==> config.mk <==
export PLATFORM = sky130hd
export DESIGN_NAME = vedic_mult_pipe
export DESIGN_NICKNAME = d
export VERILOG_FILES = /design/src/rtl/vedic_mult_pipe.sv
export SDC_FILE = /design/constraint.sdc
export NUM_CORES = 1
export LEC_CHECK = 0
export CORE_MARGIN = 5
export CORE_UTILIZATION = 32
export CTS_CLUSTER_DIAMETER = 150
export CTS_CLUSTER_SIZE = 24
export DETAILED_ROUTE_END_ITERATION = 12
export SETUP_SLACK_MARGIN = 0.4
export SYNTH_ARGS = -nofsm -noshare
export SYNTH_HDL_FRONTEND = slang
export SYNTH_HIERARCHICAL = 1
export SYNTH_SLANG_ARGS = --single-unit
==> constraint.sdc <==
create_clock -name clk -period 9.8 [get_ports clk]
set_clock_uncertainty 0.1 [all_clocks]
set_input_delay 1.47 -clock clk [delete_from_list [all_inputs] [get_ports clk]]
set_output_delay 1.47 -clock clk [all_outputs]
set_load 0.005 [all_outputs]
==> src/rtl/vedic_mult_pipe.sv <==
// vedic_mult_pipe: 3-stage signed/unsigned Vedic multiplier with valid/ready whole-pipe stall
module vedic_mul #(
  parameter int W  = 8,
  parameter int BW = 2
) (
  input  logic [W-1:0]   i_a,
  input  logic [W-1:0]   i_b,
  output logic [2*W-1:0] o_p
);
  if (W <= BW) begin : g_leaf
    assign o_p = {{W{1'b0}}, i_a} * {{W{1'b0}}, i_b};
  end else begin : g_rec
    localparam int H = W / 2;
    logic [W-1:0] w_hh, w_hl, w_lh, w_ll;
    logic [W:0]   w_mid;
    vedic_mul #(.W(H), .BW(BW)) u_hh (.i_a(i_a[W-1:H]), .i_b(i_b[W-1:H]), .o_p(w_hh));
    vedic_mul #(.W(H), .BW(BW)) u_hl (.i_a(i_a[W-1:H]), .i_b(i_b[H-1:0]), .o_p(w_hl));
    vedic_mul #(.W(H), .BW(BW)) u_lh (.i_a(i_a[H-1:0]), .i_b(i_b[W-1:H]), .o_p(w_lh));
    vedic_mul #(.W(H), .BW(BW)) u_ll (.i_a(i_a[H-1:0]), .i_b(i_b[H-1:0]), .o_p(w_ll));
    assign w_mid = {1'b0, w_hl} + {1'b0, w_lh};
    assign o_p   = {w_hh, w_ll} + ({{(W-1){1'b0}}, w_mid} << H);
  end
endmodule

module vedic_mult_pipe #(
  parameter int WIDTH      = 16,
  parameter int BASE_WIDTH = 2
) (
  input  logic               clk,
  input  logic               reset,
  input  logic               in_valid,
  output logic               in_ready,
  input  logic               in_signed,
  input  logic [WIDTH-1:0]   in_a,
  input  logic [WIDTH-1:0]   in_b,
  output logic               out_valid,
  input  logic               out_ready,
  output logic [2*WIDTH-1:0] out_r
);
  localparam int H = WIDTH / 2;
  logic               w_adv, w_acc;
  logic               r_v1, r_sg1, r_v2, r_sg2;
  logic [WIDTH-1:0]   w_ma, w_mb, r_ma, r_mb;
  logic [WIDTH-1:0]   w_hh, w_hl, w_lh, w_ll, r_hh, r_hl, r_lh, r_ll;
  logic [WIDTH:0]     w_mid;
  logic [2*WIDTH-1:0] w_p, w_res;
  assign w_adv    = !out_valid || out_ready;
  assign in_ready = w_adv;
  assign w_acc    = in_valid && w_adv;
  // negating -2^(WIDTH-1) wraps to 2^(WIDTH-1), which is the correct unsigned magnitude
  assign w_ma = (in_signed && in_a[WIDTH-1]) ? -in_a : in_a;
  assign w_mb = (in_signed && in_b[WIDTH-1]) ? -in_b : in_b;
  vedic_mul #(.W(H), .BW(BASE_WIDTH)) u_hh (.i_a(r_ma[WIDTH-1:H]), .i_b(r_mb[WIDTH-1:H]), .o_p(w_hh));
  vedic_mul #(.W(H), .BW(BASE_WIDTH)) u_hl (.i_a(r_ma[WIDTH-1:H]), .i_b(r_mb[H-1:0]),     .o_p(w_hl));
  vedic_mul #(.W(H), .BW(BASE_WIDTH)) u_lh (.i_a(r_ma[H-1:0]),     .i_b(r_mb[WIDTH-1:H]), .o_p(w_lh));
  vedic_mul #(.W(H), .BW(BASE_WIDTH)) u_ll (.i_a(r_ma[H-1:0]),     .i_b(r_mb[H-1:0]),     .o_p(w_ll));
  assign w_mid = {1'b0, r_hl} + {1'b0, r_lh};
  assign w_p   = {r_hh, r_ll} + ({{(WIDTH-1){1'b0}}, w_mid} << H);
  assign w_res = r_sg2 ? -w_p : w_p;
  always_ff @(posedge clk or negedge reset) begin
    if (!reset) begin
      r_v1      <= 1'b0;
      r_sg1     <= 1'b0;
      r_ma      <= '0;
      r_mb      <= '0;
      r_v2      <= 1'b0;
      r_sg2     <= 1'b0;
      r_hh      <= '0;
      r_hl      <= '0;
      r_lh      <= '0;
      r_ll      <= '0;
      out_valid <= 1'b0;
      out_r     <= '0;
    end else if (w_adv) begin
      r_v1 <= w_acc;
      if (w_acc) begin
        r_sg1 <= in_signed && (in_a[WIDTH-1] ^ in_b[WIDTH-1]);
        r_ma  <= w_ma;
        r_mb  <= w_mb;
      end
      r_v2      <= r_v1;
      r_sg2     <= r_sg1;
      r_hh      <= w_hh;
      r_hl      <= w_hl;
      r_lh      <= w_lh;
      r_ll      <= w_ll;
      out_valid <= r_v2;
      if (r_v2) out_r <= w_res;
    end
  end
endmodule

==> results.cfg <==
[timing]
setup_viol = 0
slew-limit-headroom_pct = 27.6
fin_setup_tns_ns = 0
min_period_ns = 5.34
tightest_slew_ns = 1.08
hold_viol = 0
fin_crit_sh_pct = 54.5
fmaxAchievable_mhz = 187
grt_setup_unrepaired = false
drv_slew = 0

[clock_network]
clock_sinks = 133
post_cts.repair.setup_buffers = 0
cts.htree.levels = 4
cts.reportedPaths.clkPinSlew_ns = 0.07
ctsResizeCount = 0
cts-buffers-inserted = 17
clockBufferDepth = 2
postCtsHoldBufs = 0
clock-root-buffer = clkbuf_16
clock_latency_ns = 0.44
cts_tree = yes

[synth]
synth_most_common_cell = ha_1
synth_top_area_share_pct = 25.1
yosys-top-cells-count = 387 x ha_1, 315 x nand2_1, 263 x and2_1
synthTopCellsByArea = ha_1 25%, dfrtp_1 17%, and2_1 8.5%
yosysSeqAreaShare_pct = 17.3
async_reset_ff_share_pct = 100
synth_top_flop_cell = dfrtp_1
netlist_area_sq_mm = 0.0193
syn-num-nets = 2728
ys_types = 72
avgSynthCellArea_sq_um = 8.52
synthCells = 2262
yosysWarnings = 6
synth-edff-count = 0
yosysTopAreaCell = ha_1
synth-seq-cells = 133

[die]
dieArea_sq_mm = 0.0652
ios = 71
fp-row-count = 90
initial_utilization_pct = 32.1
fp.dieW_microns = 255
die_h_microns = 255
coreArea_sq_mm = 0.0600

[grt]
grt-ovfl-total = 0
grt_pass1_vias = 15868
antenna_found_initial = 1
grt_start_max_net_pins = 76
grt_pass1_wl_mm = 78.9
grt.total_usage_pct = 14.3

[setup_path]
startpoint_type = flip-flop
arrival_ns = 5.57
rr_worst_depth = 20
path_max_fanout = 7
reg2reg_slack_ns = 4.46
r2r_end = out_r[28]$_DFFE_PN0P_
crit_path_end_kind = flip-flop
required_ns = 10.02
r2r_start = r_hl[0]$_DFFE_PN0N_
path_class = reg2reg

[hold_path]
hp-start = r_hl[13]$_DFFE_PN0N_
whs_endpoint = r_hl[13]$_DFFE_PN0N_
whs_path_depth = 2
holdCritPathClass = reg2reg

[cells_and_area]
antenna_cells = 0
synthToLayoutAreaGrowth_pct = 11.3
nets = 2780
layout-drive-gt1-share_pct = 5.54
final_core_util_pct = 35.7
fill_cells = 6165

[drt]
drt-total-wl_mm = 47.1
vias = 15526
via_per_inst = 4.99
drtIter0Drc = 794
route.detailed.drc = 0
postRouteAntennaNets = 0
firstDrtPassIters = 5
wire_per_inst_microns = 15.2

[placed_design]
port_buffers = 70
dp_hpwl_mm = 37.6
gp_congestion = 0.863

[run_status]
outcome = complete, no violations

[job]
maxCapViolations = 0
layout by cell type, fill, tap and decap left out, drive strengths merged, types with 16 or more instances in the layout:
| master | netlist | routed |
|---|---|---|
| a211oi | 39 | 39 |
| a21o | 110 | 110 |
| a21oi | 130 | 130 |
| and2 | 263 | 263 |
| clkbuf | 34 | 20 |
| clkdlybuf4s50 | 0 | 69 |
| dfrtp | 133 | 133 |
| fa | 42 | 42 |
| ha | 387 | 387 |
| inv | 127 | 133 |
| nand2 | 315 | 315 |
| nand3 | 22 | 22 |
| nor2 | 66 | 66 |
| nor3 | 22 | 22 |
| o211ai | 17 | 17 |
| o21ai | 132 | 132 |
| o21bai | 25 | 25 |
| o31ai | 16 | 16 |
| xnor2 | 158 | 158 |
| xor2 | 78 | 78 |
stage by stage:
step,instance area (sq um),instances,hold WS [ns],worst slack (ns)
6_report,21400,3109,0.372,4.46
5_1_grt,21400,3109,0.397,3.94
4_1_cts,21400,3109,0.377,4.39
3_5_place_dp,20800,3077,0.364,4.43
3_3_place_gp,20800,3077,0.358,4.56
2_1_floorplan,19300,2262,0.343,5.01
final cells by class:
class	instances	area, sq um	area share [%]
multi-input combinational	1961	15300	71.4
clock buffer	20	447	2.08
clock inverter	12	168	0.782
timing repair buffer	74	732	3.41
sequential	133	3330	15.5
tap	782	978	4.56
inverter	127	477	2.22
worst max path at each step:
stage,from,endpoint,slack [ns],depth (start not counted)
after floorplan,r_hl[0]$_DFFE_PN0N_,out_r[28]$_DFFE_PN0P_,5.01,21
after global placement,r_hl[1]$_DFFE_PN0N_,out_r[28]$_DFFE_PN0P_,4.56,19
after detailed placement,r_hl[0]$_DFFE_PN0N_,out_r[28]$_DFFE_PN0P_,4.43,20
after CTS,r_hl[0]$_DFFE_PN0N_,out_r[28]$_DFFE_PN0P_,4.39,20
after global routing,r_hl[0]$_DFFE_PN0N_,out_r[28]$_DFFE_PN0P_,3.94,20
final,r_hl[0]$_DFFE_PN0N_,out_r[28]$_DFFE_PN0P_,4.46,20
registers in the layout, summed over array words and instances (netlist names), 16 cells and up:
name / flops
r_hh: 16
r_hl: 16
out_r: 32
r_ll: 16
r_ma: 16
r_mb: 16
r_lh: 16
critical path, stage by stage, from the launching register on:
cell and delay, ns:
dfrtp_1 0.35, ha_1 0.17, inv_1 0.05, fa_1 0.39, nor2b_1 0.12, o21ai_0 0.09, a21oi_1 0.20, o21ai_0 0.16
a211oi_1 0.34, o31ai_1 0.17, o21ai_0 0.29, xor2_1 0.23, ha_1 0.34, nor4_1 0.31, a311o_1 0.18, a21oi_1 0.06
a32oi_1 0.21, or4b_1 0.62, o41ai_2 0.46, xor2_1 0.10, mux2_2 0.27
logic make-up after synthesis:
group	synth area share (%)
compound gates	19.1
xor+xnor	10.7
fa+ha+maj	29.5
buf+inv	3.33
flops	17.3
mux	0.318
simple gates	19.8
metal layers:
layer / track usage [%] / share of wire (%)
met5: 0 / 0
met4: 3.15 / 1.6
met3: 1.98 / 2.9
met2: 22.6 / 43
met1: 20.8 / 52
Power is not shown: default switching activity piles up to over one toggle a cycle in this logic, so the estimate is an artifact.
